`src/rtl/glyph_lock_tracker.sv`:
```
// Lock tracker: judges predictor stability and forwards locked, stable glyphs through a FWFT FIFO.
// Define GLYPH_LOCK_STATS_EN to add saturating lock_count/drop_count statistics outputs.
module glyph_lock_tracker #(
    parameter int unsigned      WIDTH      = 16,
    parameter logic [WIDTH-1:0] LOCK_TOL   = WIDTH'(64),
    parameter int unsigned      LOCK_COUNT = 4,
    parameter int unsigned      LOSE_COUNT = 2,
    parameter int unsigned      FIFO_DEPTH = 4
) (
    input  logic             clk,
    input  logic             rst,
    input  logic [WIDTH-1:0] predicted_glyph,
    input  logic             predict_valid,
    output logic [WIDTH-1:0] glyph_out,
    output logic             glyph_valid,
    input  logic             glyph_ready,
    output logic             locked,
    output logic [1:0]       lock_state,
`ifdef GLYPH_LOCK_STATS_EN
    output logic [15:0]      lock_count,
    output logic [15:0]      drop_count,
`endif
    output logic             overflow
);

    localparam int unsigned RunW  = $clog2(LOCK_COUNT + 1);
    localparam int unsigned MissW = $clog2(LOSE_COUNT + 1);
    localparam int unsigned PtrW  = $clog2(FIFO_DEPTH);
    localparam int unsigned CntW  = PtrW + 1;

    typedef enum logic [1:0] {
        StIdle    = 2'b00,
        StAcquire = 2'b01,
        StLocked  = 2'b10,
        StLost    = 2'b11
    } state_e;

    state_e             state_q, state_d;
    logic [RunW-1:0]    run_q, run_d;
    logic [MissW-1:0]   miss_q, miss_d;
    logic [WIDTH-1:0]   prev_q, prev_d;
    logic               have_prev_q, have_prev_d;
    logic [WIDTH-1:0]   mem_q [FIFO_DEPTH];
    logic [PtrW-1:0]    wr_ptr_q, wr_ptr_d, rd_ptr_q, rd_ptr_d;
    logic [CntW-1:0]    count_q, count_d;
    logic [WIDTH-1:0]   out_q, out_d;
    logic               overflow_q, overflow_d;

    logic [WIDTH:0]     delta;
    logic               stable;
    logic [RunW-1:0]    acq_run, acq_inc;
    logic [MissW-1:0]   miss_inc;
    logic               push_req, push_ok, pop, full;

    // Absolute step in WIDTH+1 bits so a full-scale jump never wraps to a small delta.
    always_comb begin
        if (predicted_glyph >= prev_q) begin
            delta = {1'b0, predicted_glyph} - {1'b0, prev_q};
        end else begin
            delta = {1'b0, prev_q} - {1'b0, predicted_glyph};
        end
        stable = have_prev_q && (delta <= {1'b0, LOCK_TOL});
    end

    assign acq_run  = (state_q == StLost) ? '0 : run_q;
    assign acq_inc  = acq_run + RunW'(1);
    assign miss_inc = miss_q + MissW'(1);

    always_comb begin
        state_d     = state_q;
        run_d       = run_q;
        miss_d      = miss_q;
        prev_d      = prev_q;
        have_prev_d = have_prev_q;
        push_req    = 1'b0;
        if (predict_valid) begin
            prev_d      = predicted_glyph;
            have_prev_d = 1'b1;
            unique case (state_q)
                StIdle: begin
                    state_d = StAcquire;
                    run_d   = '0;
                end
                StAcquire, StLost: begin
                    if (stable && (acq_inc == RunW'(LOCK_COUNT))) begin
                        state_d  = StLocked;
                        miss_d   = '0;
                        push_req = 1'b1;
                    end else begin
                        state_d = StAcquire;
                        run_d   = stable ? acq_inc : '0;
                    end
                end
                StLocked: begin
                    if (stable) begin
                        push_req = 1'b1;
                        miss_d   = '0;
                    end else begin
                        miss_d = miss_inc;
                        if (miss_inc == MissW'(LOSE_COUNT)) begin
                            state_d = StLost;
                        end
                    end
                end
                default: state_d = StIdle;
            endcase
        end
    end

    always_comb begin
        full       = (count_q == CntW'(FIFO_DEPTH));
        pop        = (count_q != '0) && glyph_ready;
        push_ok    = push_req && (!full || pop);
        overflow_d = push_req && full && !pop;
        wr_ptr_d   = wr_ptr_q + PtrW'(push_ok);
        rd_ptr_d   = rd_ptr_q + PtrW'(pop);
        count_d    = count_q + CntW'(push_ok) - CntW'(pop);
        out_d      = out_q;
        // Head is the in-flight write only when it becomes the sole entry this cycle.
        if (count_d != '0) begin
            if (push_ok && (wr_ptr_q == rd_ptr_d)) begin
                out_d = predicted_glyph;
            end else begin
                out_d = mem_q[rd_ptr_d];
            end
        end
    end

    always_ff @(posedge clk) begin
        if (rst) begin
            state_q     <= StIdle;
            run_q       <= '0;
            miss_q      <= '0;
            prev_q      <= '0;
            have_prev_q <= 1'b0;
            wr_ptr_q    <= '0;
            rd_ptr_q    <= '0;
            count_q     <= '0;
            out_q       <= '0;
            overflow_q  <= 1'b0;
        end else begin
            state_q     <= state_d;
            run_q       <= run_d;
            miss_q      <= miss_d;
            prev_q      <= prev_d;
            have_prev_q <= have_prev_d;
            wr_ptr_q    <= wr_ptr_d;
            rd_ptr_q    <= rd_ptr_d;
            count_q     <= count_d;
            out_q       <= out_d;
            overflow_q  <= overflow_d;
        end
    end

    always_ff @(posedge clk) begin
        if (!rst && push_ok) begin
            mem_q[wr_ptr_q] <= predicted_glyph;
        end
    end

    assign glyph_out   = out_q;
    assign glyph_valid = (count_q != '0);
    assign locked      = (state_q == StLocked);
    assign lock_state  = state_q;
    assign overflow    = overflow_q;

`ifdef GLYPH_LOCK_STATS_EN
    logic [15:0] lock_count_q, lock_count_d, drop_count_q, drop_count_d;

    always_comb begin
        lock_count_d = lock_count_q;
        drop_count_d = drop_count_q;
        if ((state_d == StLocked) && (state_q != StLocked) && (lock_count_q != 16'hFFFF)) begin
            lock_count_d = lock_count_q + 16'd1;
        end
        if (overflow_d && (drop_count_q != 16'hFFFF)) begin
            drop_count_d = drop_count_q + 16'd1;
        end
    end

    always_ff @(posedge clk) begin
        if (rst) begin
            lock_count_q <= '0;
            drop_count_q <= '0;
        end else begin
            lock_count_q <= lock_count_d;
            drop_count_q <= drop_count_d;
        end
    end

    assign lock_count = lock_count_q;
    assign drop_count = drop_count_q;
`endif

endmodule

```
`config.mk`:
```
export PLATFORM = sky130hd
export DESIGN_NAME = glyph_lock_tracker
export DESIGN_NICKNAME = d
export VERILOG_FILES = /design/src/rtl/glyph_lock_tracker.sv
export SDC_FILE = /design/constraint.sdc
export NUM_CORES = 1
export LEC_CHECK = 0
export CAP_MARGIN = 15
export CORE_ASPECT_RATIO = 0.5
export CORE_UTILIZATION = 55
export DETAILED_ROUTE_END_ITERATION = 8
export HOLD_SLACK_MARGIN = 0.03
export PLACE_DENSITY = 0.75
export SLEW_MARGIN = 10
export SYNTH_ARGS = -nofsm -noshare
export SYNTH_HDL_FRONTEND = slang
export SYNTH_SLANG_ARGS = --single-unit
```
`constraint.sdc`:
```
create_clock -name clk -period 14.7 [get_ports clk]
set_input_delay 2.94 -clock clk [delete_from_list [all_inputs] [get_ports clk]]
set_output_delay 2.94 -clock clk [all_outputs]
set_load 0.02 [all_outputs]
```
Word-level counts from Yosys, hierarchy flattened
Memories as Yosys holds them, arrays and structs flattened. A register that Yosys moved wholly into a read port is not among the register bits.
Index checks and enable logic that the tools add are counted.
{"block": "word_totals", "ff_bits": 32, "latch_bits": 0, "ram_bits": 64, "mem_bits_ro": 0, "input_bits": 20, "output_inout_bits": 21, "word_cells": 68, "memories": 1}
{"memory": "mem_q", "depth": 4, "word_bits": 16, "rd": 1, "rd_clocked_by_memory_dff": 1, "write_ports": 1, "line": "43", "rtl": "logic [WIDTH-1:0] mem_q [FIFO_DEPTH];"}
{"block": "op_classes", "n_addsub": 8, "mul": 0, "div": 0, "order_cmp": 2, "n_eq_ne": 10, "shift": 0, "n_mux": 18, "bitwise": 0, "reduce_logical": 20}
{"op": "$sub 16x16->17", "n": 2}
{"op": "$le 17x7->1 const B", "n": 1}
{"op": "$mux 17", "n": 1}
{"op": "$ge 16x16->1", "n": 1}
{"op": "$mux 2", "n": 5}
{"op": "$mux 3", "n": 3}
{"op": "$reduce_and 3->1", "n": 3}
{"op": "$logic_and 1x1->1", "n": 7}
{"op": "$eq 2x2->1 const B", "n": 3}
{"op": "$eq 3x3->1 const B", "n": 2}
{"op": "$ne 2x2->1 const B", "n": 3}
{"op": "$pmux 2 s3", "n": 1}
{"op": "$pmux 3 s2", "n": 1}
{"op": "$reduce_bool 3->1", "n": 2}
{"op": "$mux 1", "n": 5}
{"op": "$add 2x1->2", "n": 2}
{"op": "$pmux 2 s2", "n": 1}
{"op": "$reduce_bool 2->1", "n": 2}
{"op": "$add 3x1->3", "n": 1}
{"op": "$add 3x1->3 const B", "n": 1}
{"op": "$logic_not 1->1", "n": 3}
{"op": "$sub 3x1->3", "n": 1}
{"op": "$add 2x1->2 const B", "n": 1}
{"op": "$eq 2x1->1 const B", "n": 1}
{"op": "5 further kinds", "n": 5}

Depth between registers and ports, before layout
{"block": "logic_depth", "depth_word": 12, "mapped_depth": 25, "ltp_nobuf": 21}

Least setup slack after synthesis
Ideal clock, no wire load.
{"block": "synth_timing", "path_kind": "input -> register", "start": "in predicted_glyph[4]", "end": "reg out_q[0], in the netlist glyph_out[0] (read register of mem_q)", "setup_time_ps": 73, "arrival_time_ps": 8004, "t_required_ps": 14627, "setup_slack_ps": 6622, "path_stages": 23, "n_path_buf": 3, "path_cell_list": "inv_1 > ha_1 > buf_6 > and3_1 > a211oi_2 > a211oi_2 > or2_4 > a21oi_2 > mux2_2 > o31a_1 > o2111ai_1 > o31a_1 > o21bai_1 > ha_1 > inv_1 > fa_1 > xor2_1 > xnor2_1 > a31oi_1 > clkbuf_1 > dlygate4sd3_1 > nand2_1 > o211ai_2"}
{"block": "synth_via", "elab_chain_len": 12, "elab_cells_between_ends": 15, "cone_classes": "add/sub (4); order compare (2); mux (5); reduce/logical (4)"}
{"item": "start, declared", "line": "12", "rtl": "input logic [WIDTH-1:0] predicted_glyph,"}
{"item": "$sub 16x16->17 (tied with other cells)", "line": "60", "rtl": "delta = {1'b0, prev_q} - {1'b0, predicted_glyph};"}
{"item": "$mux 17 *", "line": "57", "rtl": "if (predicted_glyph >= prev_q) begin"}
{"item": "$le 17x7->1 *", "line": "62", "rtl": "stable = have_prev_q && (delta <= {1'b0, LOCK_TOL});"}
{"item": "$logic_and 1x1->1 *", "line": "62"}
{"item": "$logic_and 1x1->1", "line": "85", "rtl": "if (stable && (acq_inc == RunW'(LOCK_COUNT))) begin"}
{"item": "$mux 1", "line": "85"}
{"item": "$pmux 1 s2 *", "line": "79", "rtl": "unique case (state_q)"}
{"item": "$mux 1 *", "line": "76", "rtl": "if (predict_valid) begin"}
{"item": "$logic_and 1x1->1 *", "line": "113", "rtl": "push_ok = push_req && (!full || pop);"}
{"item": "$add 3x1->3 *", "line": "117", "rtl": "count_d = count_q + CntW'(push_ok) - CntW'(pop);"}
{"item": "$sub 3x1->3 *", "line": "117"}
{"item": "$reduce_bool 3->1 *", "line": "120", "rtl": "if (count_d != '0) begin"}
{"item": "end, declared", "line": "46", "rtl": "logic [WIDTH-1:0] out_q, out_d;"}
Every way passes the cells marked *; elsewhere a longest branch is shown, timed or not.
A chain may end at the register's enable or synchronous reset.

Worst setup path in the final report
{"block": "layout_timing", "start": "in predicted_glyph[10]", "end": "reg out_q[1], in the netlist glyph_out[1] (read register of mem_q)"}
Same word-level chain as after synthesis.

==> impl_metrics.toml <==
[placement]
hpwl_um = 10300
port_buffers = 40
place_congestion = 0.936
dp_slack_ns = 5.12

[worst_hold_path]
hold_path.class = "flop to flop"
hold_start = "miss_q[1]"

[cells_and_area]
final_util_pct = 65.2
drive_above_1_share_pct = 13.3
nets = 699
diodes = 0
area_growth_pct = 13.0

[sta]
finalCritPeriodShare_pct = 63.6
rsz0062_at_grt = "no"
slew_viol_final = 0
maxClockFrequency_mhz = 107
hold_slack_ns = 0.480
slew_headroom_pct = 46.1
final-hold-violation-count = 0
post-route-min-period_ns = 9.35
setup-violations-final = 0
fin_tns_setup_ns = 0
finalWorstSetupSlack_ns = 5.35
skew_ns = 0.0126
max_slew.worst_pin.slew_ns = 0.808

[clocking]
cts_sinks = 112
cts_setup_buffers = 0
hold_buffers = 0
cts_tree = "yes"
cts-resized-gates = 0
cts_root_buf = "clkbuf_16"
cts_max_level = 3
clockBufferDepth = 2
numCtsBuffers = 9
insertion_delay_ns = 0.36
path_clk_slew_ns = 0.08

[synth]
syn_avg_cell_area_um2 = 10.6
ys_seq_area_share_pct = 44.4
yosys_most_used_dff = "edfxtp_1"
synthesis.area_um2 = 6490
synth_fp_nets = 669
synth_seq_cells = 112
yosys_warnings = 0
yosysTopAreaCell = "edfxtp_1"
synth.top_cells.by_count = "edfxtp_1, nand2_1, dfxtp_1"
synth-edff-count = 64
yosysTopAreaCellShare_pct = 29.6
synth-async-reset-ratio_pct = 0
synth_cells = 611
synth.area.top_cells = "edfxtp_1, dfxtp_1, ha_1, mux4_2, nand2_1"
yosysUniqueCellTypes = 82

[critical_path]
cpLargestDelayFamily = "compound AO/OA/AOI/OAI gates"
cp-end-kind = "flop"
critical_path_arrival_ns = 9.64
path_cells = "clkdlybuf4s50_1 > inv_1 > ha_1 > a211oi_2 > o21bai_1 > a221oi_2 > o41a_1 > nand2_1 > o32ai_1 > o2111a_2 > nand4_2 > o21bai_1 > ha_1 > inv_1 > fa_1 > xor2_1 > xnor2_1 > a31oi_2 > buf_4 > and2_1 > nand4_1 > o211ai_2"
critPathKind = "input port to flop"
cp-start-kind = "input port"
cpMaxStageDelayCell = "clkdlybuf4s50_1"
rr_startpoint = "prev_q[10]"
required_ns = 14.99
crit_start = "predicted_glyph[10]"
cp_max_fo = 25
path_buf_inv = 4
cpPeakStageDelay_ns = 0.67

[flow_run]
drv_cap = 0

[route]
wl_um = 15200
vias = 4823
vias_per_cell = 5.99
dr.pass1.iters = 5
postRouteAntennaNets = 0
drc_errors = 0
drtIter0Drc = 473
wire_per_inst_um = 18.9

[global_routing]
grt_util_all_layers_pct = 26.4
overflow = 0
antenna_found_initial = 0
grt_max_degree = 43
grt_pass1_vias = 4624
grt_pass1_wl_um = 24400

[power]
p_per_area_nw_per_um2 = 136
p_total_w = 0.00100
leakagePower_nw = 2.80
ir_drop_mv = 0.0752

[die]
die_w_um = 156
rows = 27
pin_count = 41
die_area_um2 = 12300
start_util_pct = 57.7
core_area_um2 = 11200
die_h_um = 78.8

[run_status]
run_status = "complete, no violations"
## worst reg2reg max path, delay by kind of cell (launching register included)
family / cells / cell delay, ns
AO/OA/AOI/OAI: 9 / 3.32
XOR/XNOR: 2 / 0.34
adder cells (fa/ha/maj): 3 / 0.96
buffers and inverters: 2 / 0.37
flip-flops: 1 / 0.33
AND/OR/NAND/NOR: 4 / 0.93
## stage by stage
stage | std cells | instance area [um2]
finish | 805 | 7330
global route | 805 | 7330
CTS | 805 | 7330
detailed placement | 789 | 7010
global placement | 789 | 7010
floorplan | 611 | 6490
## metal layers
| layer | part of all wire, % | track usage [%] | wire length, um | up-vias |
|---|---|---|---|---|
| met5 | 0 | 0 | 0 | - |
| met4 | 1.6 | 8.24 | 245 | 0 |
| met3 | 6.5 | 5.46 | 992 | 23 |
| met2 | 46 | 41.8 | 6940 | 168 |
| met1 | 46 | 36.7 | 7050 | 2331 |
| li1 | - | - | - | 2301 |
## report_power, final
| group | switching, W | leakage (nW) | total [W] | internal, W |
|---|---|---|---|---|
| combinational | 0.000196 | 1.67 | 0.000363 | 0.000167 |
| clock | 0.000125 | 0.157 | 0.000263 | 0.000138 |
| sequential | 0.0000177 | 0.971 | 0.000374 | 0.000356 |
## registers in the layout, summed over array words and instances, names as in the netlist
register and count:
count_q 3, glyph_out 16, have_prev_q 1, lock_state 2, mem_q 64, miss_q 2
overflow 1, prev_q 16, rd_ptr_q 2, run_q 3, wr_ptr_q 2
## final timing paths
kind,endpoint,slack (ns),cells past startpoint
hold reg to reg,miss_q[1],0.48,2
hold / removal,miss_q[1],0.48,2
setup / recovery,glyph_out[1],5.35,22
setup reg to reg,glyph_out[1],8.38,20
## layout by cell type, fill, tap and decap left out, types with 10 or more instances in the layout
| cell | netlist | layout |
|---|---|---|
| nand4_1 | 19 | 19 |
| clkdlybuf4s50_1 | 0 | 40 |
| edfxtp_1 | 64 | 64 |
| mux4_2 | 16 | 16 |
| o211ai_2 | 10 | 10 |
| nor2_1 | 39 | 39 |
| a21oi_1 | 25 | 25 |
| mux2i_1 | 18 | 18 |
| inv_1 | 45 | 45 |
| dfxtp_1 | 48 | 48 |
| ha_1 | 37 | 37 |
| o21ai_0 | 22 | 22 |
| buf_4 | 3 | 12 |
| and2_1 | 19 | 19 |
| nand2_1 | 64 | 64 |
## logic make-up (layout without fill, tap and decap cells)
| group | count (synthesis) | count (layout) | share of synthesized area, % |
|---|---|---|---|
| AOI/OAI and AO/OA | 130 | 130 | 15.4 |
| xor gates and xnor gates | 18 | 18 | 2.43 |
| adders and majority gates | 38 | 38 | 7.44 |
| buffers and inverters | 78 | 113 | 5.92 |
| DFF | 112 | 112 | 44.4 |
| muxes | 37 | 37 | 8.85 |
| and+or+nand+nor | 198 | 198 | 15.5 |
## area by class of cell
class / instances / area [um2]
fillers: 863 / 3920
well taps: 159 / 199
flip-flops and latches: 112 / 2880
inverters: 45 / 169
multi-input cells: 421 / 3270
repair buffers: 52 / 490
clock inverters: 7 / 97.6
clock buffers: 9 / 225
(Power assumes the default switching activity.)
